==> config.mk <==
export PLATFORM = sky130hd
export DESIGN_NAME = uart_tx_arb
export DESIGN_NICKNAME = d
export VERILOG_FILES = /design/src/rtl/uart_pkg.sv /design/src/rtl/uart_rr_pick.sv /design/src/rtl/uart_tx_arb.sv
export SDC_FILE = /design/constraint.sdc
export NUM_CORES = 1
export LEC_CHECK = 0
export ABC_CLOCK_PERIOD_IN_PS = 2600
export CAP_MARGIN = 20
export CELL_PAD_IN_SITES_DETAIL_PLACEMENT = 2
export CELL_PAD_IN_SITES_GLOBAL_PLACEMENT = 2
export CORE_ASPECT_RATIO = 0.7
export CORE_UTILIZATION = 24
export CTS_BUF_LIST = sky130_fd_sc_hd__clkbuf_2
export DETAILED_ROUTE_END_ITERATION = 12
export PLACE_DENSITY = 0.85
export SETUP_SLACK_MARGIN = 0.1
export SLEW_MARGIN = 20
export SYNTH_ARGS = -nofsm -noshare
export SYNTH_HDL_FRONTEND = slang
export SYNTH_SLANG_ARGS = --single-unit
==> constraint.sdc <==
create_clock -name clk -period 2.6 [get_ports clk]
set_input_delay 0.78 -clock clk [delete_from_list [all_inputs] [get_ports clk]]
set_output_delay 0.78 -clock clk [all_outputs]
set_load 0.03 [all_outputs]
==> src/rtl/uart_pkg.sv <==
// uart_pkg: shared types and constants for the UART subsystem
package uart_pkg;
  localparam int BYTE_W = 8;
  typedef enum logic {ARB_IDLE, ARB_LOCK} arb_state_t;
  function automatic int idx_w(input int n);
    return n > 1 ? $clog2(n) : 1;
  endfunction
endpackage

==> src/rtl/uart_rr_pick.sv <==
// uart_rr_pick: combinational round-robin picker, first set bit at or above ptr with wrap
module uart_rr_pick
  import uart_pkg::*;
#(
  parameter int N = 4,
  localparam int W = idx_w(N)
) (
  input  logic [N-1:0] req,
  input  logic [W-1:0] ptr,
  output logic         found,
  output logic [W-1:0] idx
);
  int pos;
  // scan farthest offset first so the closest request to ptr wins last
  always_comb begin
    found = 1'b0;
    idx = '0;
    pos = 0;
    for (int i = N - 1; i >= 0; i--) begin
      pos = (int'(ptr) + i >= N) ? int'(ptr) + i - N : int'(ptr) + i;
      if (req[pos]) begin
        found = 1'b1;
        idx = W'(pos);
      end
    end
  end
endmodule

==> src/rtl/uart_tx_arb.sv <==
// uart_tx_arb: round-robin, message-locked arbiter sharing the uart_core TX channel
module uart_tx_arb
  import uart_pkg::*;
#(
  parameter int NREQ = 4,
  parameter int TOW = 16,
  localparam int GW = idx_w(NREQ)
) (
  input  logic                   clk,
  input  logic                   rst,
  input  logic [NREQ-1:0]        req_valid,
  input  logic [BYTE_W*NREQ-1:0] req_data,
  input  logic [NREQ-1:0]        req_last,
  output logic [NREQ-1:0]        req_ready,
  output logic                   tx_valid,
  output logic [BYTE_W-1:0]      tx_data,
  input  logic                   tx_ready,
  input  logic [NREQ-1:0]        cfg_en,
  input  logic [TOW-1:0]         cfg_timeout,
  output logic                   busy,
  output logic [GW-1:0]          grant_id,
  output logic                   timeout_evt
);
  arb_state_t state;
  logic [GW-1:0] rr_ptr, winner, next_ptr;
  logic [TOW-1:0] idle_cnt;
  logic found, sel_valid, hs, expire;

  uart_rr_pick #(.N(NREQ)) u_pick (
    .req  (req_valid & cfg_en),
    .ptr  (rr_ptr),
    .found(found),
    .idx  (winner)
  );

  assign busy = state == ARB_LOCK;
  assign sel_valid = req_valid[grant_id];
  assign tx_valid = busy & sel_valid;
  assign tx_data = busy ? req_data[grant_id*BYTE_W +: BYTE_W] : '0;
  assign req_ready = busy ? NREQ'(tx_ready) << grant_id : '0;
  assign hs = tx_valid & tx_ready;
  // a presented byte blocks the timeout so it is never abandoned mid-handshake
  assign expire = busy & ~sel_valid & (cfg_timeout != '0) & (idle_cnt == cfg_timeout - 1'b1);
  assign next_ptr = grant_id == GW'(NREQ - 1) ? '0 : grant_id + 1'b1;

  always_ff @(posedge clk or posedge rst) begin
    if (rst) begin
      state <= ARB_IDLE;
      rr_ptr <= '0;
      grant_id <= '0;
      idle_cnt <= '0;
      timeout_evt <= 1'b0;
    end else begin
      timeout_evt <= expire;
      if (!busy) begin
        if (found) begin
          state <= ARB_LOCK;
          grant_id <= winner;
          idle_cnt <= '0;
        end
      end else if (hs) begin
        idle_cnt <= '0;
        if (req_last[grant_id]) begin
          state <= ARB_IDLE;
          rr_ptr <= next_ptr;
        end
      end else if (expire) begin
        state <= ARB_IDLE;
        rr_ptr <= next_ptr;
      end else if (!sel_valid && idle_cnt != '1) begin
        idle_cnt <= idle_cnt + 1'b1;
      end
    end
  end
endmodule

* Yosys cells after proc, flatten, opt, wreduce, memory -nomap -nowiden *
Index checks and enable logic that the tools add are counted.

word-level totals
  flip-flop bits (word level) = 22
  input port bits = 63
  output and inout bits = 17
  logic and storage cells = 92

operators by class
  add/subtract/negate cells = 10
  order comparisons = 9
  eq/ne operators = 6
  shift-type cells = 2
  mux-type cells = 44
  bitwise operators = 8
  reduce and logical (&&, ||, !) cells = 8

operator list
  cell                                                                                   number
  32-bit by 4-bit less-than comparator with 1-bit output (second input constant)         4
  32-bit 2-to-1 mux                                                                      4
  32-bit by 4-bit subtractor with 32-bit output (second input constant)                  3
  16-bit 2-to-1 mux                                                                      5
  32-bit by 4-bit greater-or-equal comparator with 1-bit output (second input constant)  2
  32-bit by 6-bit variable part select with 8-bit output                                 1
  1-bit 2-to-1 mux                                                                       19
  16-bit by 1-bit adder with 16-bit output (second input constant)                       1
  16-bit equality test                                                                   1
  2-bit 2-to-1 mux                                                                       8
  16-bit inequality test (second input constant)                                         1
  16-bit nonzero test                                                                    1
  16-bit by 1-bit subtractor with 16-bit output (second input constant)                  1
  1-bit binary-select mux with 2-bit select                                              6
  8-bit 2-to-1 mux                                                                       1
  2-bit by 2-bit adder with 3-bit output (second input constant)                         2
  3-bit AND reduction                                                                    2
  1-bit bitwise AND                                                                      5
  4-bit bitwise AND                                                                      1
  4-bit 2-to-1 mux                                                                       1
  2-bit nonzero test                                                                     2
  1-bit by 2-bit left shift with 4-bit output                                            1
  2-bit by 3-bit subtractor with 4-bit output (second input constant)                    1
  2-bit by 1-bit adder with 3-bit output (second input constant)                         1
  other kinds (12)                                                                       13

* Depth between registers and ports, before layout *
Gate-level depths: netlist (run 1).

  depth after elaboration = 12
  depth in mapped cells = 13
  depth with buffers taken out = 10

* Hierarchy *
Synthesis (run 1) repeated with hierarchy kept, for this count alone.

unflattened totals
  cell total of the unflattened synthesis = 268
  area total of the unflattened synthesis = 2337.2 µm²

modules (own cells, without submodules)
  module        times used  cells an instance  area an instance (µm²)  seq. area each (µm²)
  uart_tx_arb   1           255                2259.7                  550.5
  uart_rr_pick  1           13                 77.6                    0.0

* Least setup slack after synthesis (run 1) *
Ideal clock, no wire load.

  kind = input port to flip-flop
  start point = input port cfg_timeout[2]
  end point = register rr_ptr[0]
  library setup time = 0.125 ns
  arrival = 2.953 ns
  data required time = 2.475 ns
  setup slack = -0.477 ns
  stages on the path = 10
  path buffers = 2
  path through = buf_6 > or4_4 > buf_6 > nor4_1 > o211ai_1 > o31ai_1 > nand4_1 > nor3_2 > a21o_1 > mux2_2

on the way
  word-level cells in the longest chain between the ends = 5
  elaborated cells on any way between the ends = 7
  those cells by class = add/sub: 1; eq/ne: 1; bitwise: 2; reduce/logical: 3

ends and longest elaborated chain
  what                                                                                  RTL line           RTL
  from (decl)                                                                           uart_tx_arb.sv:19  input logic [TOW-1:0] cfg_timeout,
  16-bit by 1-bit subtractor with 16-bit output or 16-bit nonzero test (tied branches)  uart_tx_arb.sv:43  assign expire = busy & ~sel_valid & (cfg_timeout != '0) & (idle_cnt == cfg_timeout - 1'b1);
  16-bit equality test or 1-bit bitwise AND (tied branches)                             uart_tx_arb.sv:43
  1-bit bitwise AND (*)                                                                 uart_tx_arb.sv:43
  2-bit nonzero test (no source line) (*)                                               --
  3-bit AND reduction (no source line) (*)                                              --
  to (signal assigned)                                                                  uart_tx_arb.sv:65  rr_ptr <= next_ptr;
  to (signal assigned)                                                                  uart_tx_arb.sv:69  rr_ptr <= next_ptr;
  to (decl)                                                                             uart_tx_arb.sv:25  logic [GW-1:0] rr_ptr, winner, next_ptr;

Every way passes the cells marked *; elsewhere a longest branch is shown, timed or not.
A chain may end at the register's enable or synchronous reset.

* Worst setup path after layout (run 1) *
  start point = input port cfg_timeout[0]
  end point = register rr_ptr[1]

The elaborated chain is that of the path after synthesis.

==> results.cfg, run 1 <==
[routing]
drc = 0
via_per_inst = 5.61
drt_iter0_drc = 170
vias = 3033
wl_um = 14300
dr.pass1.iters = 4
wl_per_cell_um = 26.4
ant_nets = 0

[cts]
clockBufferDepth = 2
insertion_delay_ns = 0.44
htree_num_levels = 1
numCtsBuffers = 3
clockRootBuffer = clkbuf_2
cts.reportedPaths.clkPinSlew_ns = 0.22
cts_tree = built
cts_hold_buf = 0
clock_sinks = 22

[logic_synthesis]
ys_warn_count = 0
syn-num-nets = 337
seq_area_frac_synth_pct = 24.2
postSynthCellCount = 270
syn_area_um2 = 2280
synth_area_per_cell_um2 = 8.44
ys_ff_latch = 22
synth_cell_types = 47
synth_flop_cell = dfrtp_1
async_flop_share_pct = 100
synth_edf_count = 0

[global_routing]
grt_pass1_wl_um = 20000
grtUsageMet1_pct = 32.0
gr-total-overflow = 0
antenna_found_initial = 2
met2_usage_pct = 47.2
grt_max_degree = 23
grt_usage_pct = 26.6
grt_pass1_vias = 3417
grt_use_met3_pct = 5.19
busiest_layer = met2

[power]
vdd_drop_max_uv = 307
switching_power_mw = 1.39
p_per_area_nw_per_um2 = 728
p_leak_nw = 1.72
p_seq_share_pct = 19.3
cell_internal_pwr_mw = 1.47
p_total_mw = 2.86
p_comb_share_pct = 74.5
switching_share_pct = 48.6
clkPwrFrac_pct = 6.1

[worst_hold_path]
min_path_cells = 1
min_to = idle_cnt[0]
holdCritPathClass = reg2reg
min_from = idle_cnt[0]

[worst_setup_path]
cp_max_fo = 4
crit_chain = dlygate4sd2_1 -> or2_2 -> nor4_1 -> xnor2_1 -> nor3_1 -> nand4_1 -> nor3_4 -> a21o_1 -> mux2_4
max_stage_delay_ns = 0.49
cp-start-kind = input port
worst_r2r_endpoint = rr_ptr[1]
crit_path_end_kind = flop
crit_type = in2reg
reg2reg_from = grant_id[0]
r2r_slack_ns = -0.43
crit_buf_inv = 1
required_ns = 2.92
crit_slowest_cell = nor3_1
critical_path.top_delay_family = simple AND/OR/NAND/NOR gates
reg2reg_depth = 8
cp_data_arrival_time_ns = 3.57

[cells_and_area]
utilization_pct = 42.9
layout-drive-gt1-share_pct = 38.8
area_growth_pct = 72.2
fin_cells = 541
layout_commonest_cell = buf_4
fillerInstances = 1009
final_cell_mix = buf_4, dlygate4sd2_1, dfrtp_1, nand2_1, buf_6
nets = 483

[timing]
worst_slew_pin_slew_ns = 0.656
period_share_pct = 125
timing.final.ws_setup_ns = -0.645
skew_ns = 0.0469
slew_violations = 0
setup_viol = 31
hold_ws_ns = 0.602
fmax_mhz = 308
rsz0062_at_grt = true
timing_hold_violations_final = 0
fin_crit_ns = 3.24
slew_headroom_pct = 56.2

[die]
die_height_um = 83.5
io_pins = 80
rows = 29
die_x_um = 118
initial_utilization_pct = 24.9
die_area_um2 = 9890
core_region_area_um2 = 9140

[status]
outcome = finished, violations left
violations = setup timing

[placement]
gp_congestion = 0.798
hpwl_um = 9740
dp_cells = 526
io_buffers = 79

[run]
drv_cap = 0
## flip-flops by register name, indices dropped and copies added, names as in the netlist
name,cells
busy,1
grant_id,2
rr_ptr,2
idle_cnt,16
timeout_evt,1
## final cells by class
class                   count  area, um^2  area share [%]
multi-input cells         220        1770            45.0
inverters                   8        30.0           0.765
clock inverters             1        3.75          0.0957
diodes                      2        5.00           0.128
repair buffers            161        1400            35.6
clock buffers               3        15.0           0.383
well taps                 124         155            3.95
flip-flops and latches     22         552            14.1
## layer usage
metal  up-vias  wire length (um)
met4         0               482
met2       110              7280
met3        40               614
li1       1314                 -
met1      1569              5930
met5         -                 0
## repair_timing
action                                  CTS  global route
gates resized for setup                 150            11
setup buffers                             7             4
endpoints found under the setup margin   36            35
pin swaps                                10             2
## through the flow
stage                     setup TNS (ns)  area (um^2)  setup WS, ns
after global placement            -22.63         3730         -1.05
after floorplan                    -6.21         2390        -0.420
final                             -12.04         3920        -0.645
after detailed placement          -24.89         3730         -1.16
after CTS                          -5.74         3850        -0.339
after global routing              -14.55         3920        -0.694
## how the worst max path moves through the flow
stage,startpoint,to,cells past startpoint
CTS,cfg_timeout[10],rr_ptr[1],10
floorplan,cfg_timeout[6],rr_ptr[0],10
detailed placement,cfg_timeout[11],rr_ptr[1],10
global placement,cfg_timeout[10],idle_cnt[4],11
finish,cfg_timeout[0],rr_ptr[1],9
global route,cfg_timeout[0],rr_ptr[1],9
## Yosys cell counts (3+ instances only)
cell type,instances,area share [%]
o21ai_1,3,0.66
o311ai_0,3,1.2
inv_1,8,1.3
and3_1,10,2.7
buf_6,5,2.5
clkbuf_1,12,2.0
o31ai_1,7,2.3
a21oi_1,12,2.6
dfrtp_1,22,24
o211ai_1,10,3.3
or4_1,7,2.3
xnor2_1,14,5.4
nor2_1,19,3.1
ha_1,4,2.2
nor3_1,10,2.2
or3_1,3,0.82
nand2b_1,3,0.82
nand3_1,12,2.6
a31oi_1,3,0.82
o21ai_0,8,1.8
nor3_2,3,1.3
and2_1,9,2.5
nor4_1,8,2.2
xor2_1,8,3.1
mux4_2,10,9.9
nand4_1,8,2.2
nand2_1,21,3.5
## cells by family after synthesis
family | count (synthesis) | share of synthesized area (%)
DFF | 22 | 24.2
muxes | 14 | 11.8
AOI/OAI and AO/OA | 58 | 17.2
adders and majority gates | 4 | 2.20
buffers and inverters | 28 | 6.37
and+or+nand+nor | 122 | 29.9
xor gates and xnor gates | 22 | 8.46
## power by group through the flow
stage	clock, mW	combinational, mW	sequential, mW
2_1_floorplan	0	0.937	0.507
3_3_place_gp	0	1.64	0.536
3_5_place_dp	0	1.76	0.550
4_1_cts	0.164	1.95	0.543
5_1_grt	0.190	2.21	0.564
6_report	0.176	2.13	0.552
Note: power is estimated with default switching activity, not from simulation.
==> run 2: changes to the inputs <==
- CORE_UTILIZATION: 24 -> 23
- CTS_BUF_LIST: sky130_fd_sc_hd__clkbuf_2 -> not set
- PLACE_DENSITY: 0.85 -> 0.82
- RECOVER_POWER: not set -> 25
==> results.cfg, run 2 (synthesis gave the netlist of run 1 again) <==
[status]
outcome = finished, violations left
violations = setup timing

[placement]
gp_congestion = 0.820
dp_cells = 528
hpwl_um = 9850
io_buffers = 79
placement.cell_area_um2 = 3760

[routing]
wl_um = 16800
ant_nets = 0
wl_per_cell_um = 30.1
vias = 3191
drc = 0
via_per_inst = 5.73
dr.pass1.iters = 4
drt_iter0_drc = 144

[cells_and_area]
finalInstanceArea_um2 = 4340
final_cell_mix = buf_4, buf_6, clkdlybuf4s15_1, dfrtp_1, nand2_1
fin_cells = 557
nets = 500
utilization_pct = 46.5
top_regs = idle_cnt: 16 flops, grant_id: 2 flops, rr_ptr: 2 flops
layout-drive-gt1-share_pct = 51.2
layout_commonest_cell = buf_4
area_growth_pct = 90.3
top_register = idle_cnt
largest_register_ffs = 16

[cts]
cts.reportedPaths.clkPinSlew_ns = 0.08
numCtsBuffers = 3
cts_hold_buf = 0
htree_num_levels = 1
clockBufferDepth = 2
clockRootBuffer = clkbuf_16
insertion_delay_ns = 0.29
cts_tree = built
clock_sinks = 22

[timing]
fin_crit_ns = 3.35
timing_hold_violations_final = 0
hold_ws_ns = 0.596
rsz0062_at_grt = true
worst_slew_pin_slew_ns = 1.43
setup_viol = 22
period_share_pct = 129
timing.final.ws_setup_ns = -0.753
skew_ns = 0.0144
setup-tns-final_ns = -12.25
fmax_mhz = 298
slew_violations = 0
slew_headroom_pct = 4.40

[global_routing]
grt_max_degree = 23
grt_pass1_wl_um = 22000
grt_pass1_vias = 3539
antenna_found_initial = 1
grt_usage_pct = 29.2
gr-total-overflow = 0

[worst_setup_path]
required_ns = 2.77
crit_type = in2reg
reg2reg_from = idle_cnt[0]
worstSetupStartpoint = cfg_timeout[4]
r2r_slack_ns = -0.15
reg2reg_depth = 11
worst_r2r_endpoint = idle_cnt[8]
cp_max_fo = 7
crit_path_end_kind = flop
cp-start-kind = input port
cp_data_arrival_time_ns = 3.52

[worst_hold_path]
min_from = idle_cnt[12]
min_path_cells = 2
holdCritPathClass = reg2reg
min_to = idle_cnt[12]

[power]
p_leak_nw = 1.86
p_per_area_nw_per_um2 = 750
vdd_drop_max_uv = 603

[die]
die_x_um = 121
io_pins = 80
die_area_um2 = 10300
core_region_area_um2 = 9330
die_height_um = 85.3
initial_utilization_pct = 24.4
rows = 29

[run]
drv_cap = 0
run 2: how the worst max path moves through the flow:
stage                  endpoint  slack (ns)  cells past startpoint
floorplan             rr_ptr[0]       -0.42                     10
global placement    idle_cnt[4]       -0.98                     10
detailed placement  idle_cnt[4]       -1.35                     10
CTS                   rr_ptr[1]       -0.50                     10
global route        idle_cnt[4]       -0.81                     12
finish              idle_cnt[3]       -0.75                     14
run 2: routing by layer:
metal,vias to the layer above,track usage (%),wire [um]
li1,1344,-,-
met1,1672,35.9,6860
met2,125,49.6,8260
met3,50,5.58,815
met4,0,13.0,849
met5,-,0,0
run 2: power by group:
| part | switching (mW) | leakage, nW | internal, mW |
|---|---|---|---|
| registers | 0.144 | 0.292 | 0.403 |
| clock network | 0.180 | 0.0442 | 0.237 |
| logic | 1.21 | 1.52 | 1.07 |
run 2: final cells by class:
| class | instances | area (um^2) |
|---|---|---|
| Timing Repair Buffer | 178 | 1580 |
| Multi-Input combinational cell | 220 | 1920 |
| Tap cell | 124 | 155 |
| Sequential cell | 22 | 552 |
| Fill cell | 968 | 4990 |
| Antenna cell | 1 | 2.50 |
| Clock buffer | 4 | 88.8 |
| Inverter | 8 | 30.0 |
run 2: stage by stage:
step                      power (mW)  worst slack (ns)
after floorplan                 1.44            -0.420
after global placement          2.21            -0.982
after detailed placement        2.32             -1.35
after CTS                       2.93            -0.502
after global routing            3.34            -0.810
final                           3.25            -0.753
run 2: timing repair:
item                                    CTS  global route
cloned                                    2             1
pin swaps                                17            20
buffers inserted                         14            10
gates resized for setup                 226            45
endpoints found under the setup margin   30            33
run 2: worst max-delay path: stages:
cell,delay [ns]
buf_2,0.11
or4_4,0.66
nor2_4,0.17
buf_4,0.15
xor2_1,0.20
o31ai_1,0.16
a21oi_2,0.29
nor3_4,0.09
buf_12,0.15
buf_8,0.12
buf_4,0.12
buf_6,0.11
o311ai_4,0.28
o31ai_4,0.12
==> run 3: changes to the inputs <==
- RECOVER_POWER: 25 -> not set
- SLEW_MARGIN: 20 -> not set
==> results.cfg, run 3 (synthesis gave the netlist of run 1 again) <==
[die]
die_x_um = 121
rows = 29
io_pins = 80
die_height_um = 85.3
initial_utilization_pct = 24.4
die_area_um2 = 10300
core_region_area_um2 = 9330

[timing]
fin_crit_ns = 3.35
slew_violations = 0
slew_headroom_pct = 66.5
setup-tns-final_ns = -12.25
skew_ns = 0.0144
rsz0062_at_grt = true
setup_viol = 22
timing_hold_violations_final = 0
worst_slew_pin_slew_ns = 0.503
period_share_pct = 129
timing.final.ws_setup_ns = -0.753
fmax_mhz = 298

[routing]
via_per_inst = 5.73
vias = 3190
drt_iter0_drc = 144
ant_nets = 0
wl_per_cell_um = 30.1
dr.pass1.iters = 4
wl_um = 16800
drc = 0

[cts]
cts_hold_buf = 0
clockRootBuffer = clkbuf_16
cts_tree = built
insertion_delay_ns = 0.29
htree_num_levels = 1
cts.reportedPaths.clkPinSlew_ns = 0.08
clock_sinks = 22
numCtsBuffers = 3
clockBufferDepth = 2

[worst_setup_path]
cp_max_fo = 7
cp-start-kind = input port
required_ns = 2.77
cp_data_arrival_time_ns = 3.52
crit_type = in2reg
reg2reg_from = idle_cnt[0]
worst_r2r_endpoint = idle_cnt[8]
crit_path_end_kind = flop
reg2reg_depth = 11
r2r_slack_ns = -0.15

[power]
p_leak_nw = 1.86
p_per_area_nw_per_um2 = 749
vdd_drop_max_uv = 603

[cells_and_area]
final_cell_mix = buf_4, buf_6, clkdlybuf4s15_1, dfrtp_1, nand2_1
nets = 500
largest_register_ffs = 16
top_regs = idle_cnt: 16 flops, grant_id: 2 flops, rr_ptr: 2 flops
utilization_pct = 46.5
fin_cells = 557
top_register = idle_cnt
area_growth_pct = 90.5
finalInstanceArea_um2 = 4340
layout_commonest_cell = buf_4
layout-drive-gt1-share_pct = 51.4

[global_routing]
grt_pass1_wl_um = 22000
grt_pass1_vias = 3539
grt_usage_pct = 29.2
gr-total-overflow = 0
antenna_found_initial = 1
grt_max_degree = 23

[worst_hold_path]
min_from = idle_cnt[12]
holdCritPathClass = reg2reg
min_path_cells = 2
min_to = idle_cnt[12]

[placement]
io_buffers = 79
hpwl_um = 9850
placement.cell_area_um2 = 3760
gp_congestion = 0.820
dp_cells = 528

[run]
drv_cap = 0

[status]
violations = setup timing
outcome = finished, violations left
run 3: metrics by stage:
step	worst slack (ns)	hold WS, ns	total power, mW
3_5_place_dp	-1.35	0.594	2.32
6_report	-0.753	0.596	3.25
5_1_grt	-0.810	0.633	3.34
3_3_place_gp	-0.982	0.549	2.21
4_1_cts	-0.502	0.606	2.93
2_1_floorplan	-0.420	0.505	1.44
run 3: repair_timing:
item / 4_1_cts / 5_1_grt
gates resized for setup: 226 / 45
buffers inserted: 14 / 10
pin swaps: 17 / 20
endpoints found under the setup margin: 30 / 33
cloned: 2 / 1
run 3: cell type report:
type / count / area [um^2]
tap: 124 / 155
timing repair buffer: 178 / 1590
sequential: 22 / 552
clock buffer: 4 / 88.8
inverter: 8 / 30.0
antenna: 1 / 2.50
multi-input combinational: 220 / 1920
fill: 968 / 4980
run 3: routing by layer:
layer,up-vias,global-route usage (%),wire (um)
met5,-,0,0
met4,0,13.0,849
met3,50,5.58,816
met2,125,49.6,8260
met1,1671,35.9,6870
li1,1344,-,-
run 3: how the worst max path moves through the flow:
| stage | start | slack [ns] | end | depth (start not counted) |
|---|---|---|---|---|
| 2_1_floorplan | cfg_timeout[6] | -0.42 | rr_ptr[0] | 10 |
| 3_3_place_gp | cfg_timeout[9] | -0.98 | idle_cnt[4] | 10 |
| 3_5_place_dp | cfg_timeout[9] | -1.35 | idle_cnt[4] | 10 |
| 4_1_cts | cfg_timeout[13] | -0.50 | rr_ptr[1] | 10 |
| 5_1_grt | cfg_timeout[4] | -0.81 | idle_cnt[4] | 12 |
| 6_report | cfg_timeout[4] | -0.75 | idle_cnt[3] | 14 |
run 3: critical path, stage by stage:
cell      delay [ns]
buf_2           0.11
or4_4           0.66
nor2_4          0.17
buf_4           0.15
xor2_1          0.20
o31ai_1         0.16
a21oi_2         0.29
nor3_4          0.09
buf_12          0.15
buf_8           0.12
buf_4           0.12
buf_6           0.11
o311ai_4        0.28
o31ai_4         0.12
run 3: report_power, final:
group	total [mW]	switching, mW	leakage (nW)	internal, mW
clock network	0.418	0.180	0.0442	0.237
logic	2.29	1.21	1.52	1.07
registers	0.547	0.144	0.292	0.403
==> patch: new RTL, settings of run 3 <==
Set the parameter `TOW` to 8 (it was 16).
--- a/src/rtl/uart_tx_arb.sv
+++ b/src/rtl/uart_tx_arb.sv
@@ -3,7 +3,7 @@
   import uart_pkg::*;
 #(
   parameter int NREQ = 4,
-  parameter int TOW = 16,
+  parameter int TOW = 8,
   localparam int GW = idx_w(NREQ)
 ) (
   input  logic                   clk,
Ports: changed (resized cfg_timeout); port bits go from 80 to 72. The function was not compared with the original's and may differ.
==> patch against run 3 <==
Sequential cell count down 8. Via count decreased by 47%. Highest routed layer unchanged. Total power decreased by 26%. Cell area shrank 39%. Synthesized cell count is 44% lower. Critical endpoint is now tx_valid. Worst setup slack gained 820 ps. Routed wire length decreased by 57%. First-iteration DRC count down 81%. Synthesized area decreased by 37%. Count of clock-buffer cells in the layout did not move.
==> patch: results (changes against run 3) <==
| Metric | Value |
|---|---|
| Gr usage total | `0.222 (-0.0700)` |
| CTS max path bufs | `2 (unchanged)` |
| Dpl hpwl | `4900 µm (-50%)` |
| Critical path endpoint | `tx_valid` |
| Clk slew on worst S/H paths | `60 ps (-20 ps)` |
| Worst Path Arrival | `1750 ps (-1770 ps)` |
| Outcome | `finished clean` |
| Clock root cell | `clkbuf_8` |
| Placed Instance Area | `2410 µm² (-36%)` |
| RR Startpoint | `grant_id[0]$_DFFE_PP0P_` |
| DRT Pass-1 Iters | `4 (unchanged)` |
| Largest cells by area after synthesis | `dfrtp_1 24%, mux4_2 9.4%, mux4_1 7.3%` |
| Setup Skew | `4.23 ps (-10.2 ps)` |
| Worst R2R End | `idle_cnt[3]$_DFFE_PP0P_` |
| Worst-margin pin slew | `598 ps (+95.1 ps)` |
| Worst hold margin | `553 ps (-43.0 ps)` |
| LEAKAGE | `1.19 nW (-36%)` |
| Gpl congestion | `0.835 (+1.8%)` |
| Sw frac | `0.453 (-0.0203)` |
| Clock Power Share | `0.095 (-0.033)` |
| Post-synth cell types | `43 (-8.5%)` |
| CTS H-tree lvls | `1 (unchanged)` |
| Via count | `1698 (-47%)` |
| Clk_lat worst skew | `260 ps (-30 ps)` |
| ANT cells | `0 (-1)` |
| Critical path peak fanout | `2 (-5)` |
| FF-to-FF setup slack | `130 ps (+280 ps)` |
| Avg Cell Area, Syn | `9.57 µm² (+13%)` |
| List of most frequent post-synthesis cells | `14 x dfrtp_1, 14 x nor2_1, 11 x nand2_1` |
| Post-Route WL | `7210 µm (-57%)` |
| Maximum vdd drop | `0.364 mV (-40%)` |
| Syn nets | `209 (-38%)` |
| Crit path from | `req_valid[0]` |
| Number of global-route vias before repair | `1807 (-49%)` |
| Pre-CTS setup slack | `-660 ps (+695 ps)` |
| Post-CTS setup buffer count | `6 (-8)` |
| Seq/Total Area, Yosys | `0.244 (+0.00249)` |
| Worst setup margin | `66.7 ps (+820 ps)` |
| Largest net degree at the start of global routing | `16 (-30%)` |
| Seq pwr share | `0.161 (-0.007)` |
| IO Port Bufs | `71 (-10%)` |
| Int Pwr | `1.31 mW (-24%)` |
| Hold_sp | `idle_cnt[0]$_DFFE_PP0P_` |
| Hold depth | `1 (-1)` |
| Drt initial violations | `27 (-81%)` |
| Fraction of layout cells with a size suffix above 1 | `0.437 (-0.0774)` |
| Worst R2R Path Depth | `10 (-1)` |
| First-pass GRT wire length | `10400 µm (-53%)` |
| Biggest regs | `idle_cnt (8), grant_id (2), rr_ptr (2)` |
| Hold endpoint | `idle_cnt[0]$_DFFE_PP0P_` |
| Resized cells post-CTS | `167 (-26%)` |
| Avg WL per Cell | `22.0 µm (-27%)` |
| Dpl cells | `314 (-41%)` |
| Initial antenna violation count | `0 (-1)` |
patch: cell count changes after synthesis, sizes merged, moves of 9 or more:
cell and delta:
clkbuf -9, nand2 -10, o211ai -9, nor3 -9
patch: logic make-up after synthesis:
family,synth area share
simple gates,0.240
compound gates,0.190
flops,0.244
buf+inv,0.0418
mux,0.188
xor+xnor,0.0610
fa+ha+maj,0.0349
patch: layout make-up:
class | instances | area, µm²
Clock buffer | 4 | 55.1
Fill cell | 613 | 3230
Inverter | 6 | 22.5
Multi-Input combinational cell | 124 | 1160
Sequential cell | 14 | 350
Tap cell | 75 | 93.8
Timing Repair Buffer | 104 | 956
patch: worst max-delay path, cell delays in order:
cell and delay (ps):
clkdlybuf4s15_2 190, mux4_2 490, and2_4 160, buf_6 130
patch: per-layer routing:
layer	global-route usage	wire length, µm	vias to the layer above
li1	-	-	770
met1	0.264	2950	876
met2	0.418	3870	37
met3	0.0433	240	15
met4	0.0441	146	0
met5	0	0	-
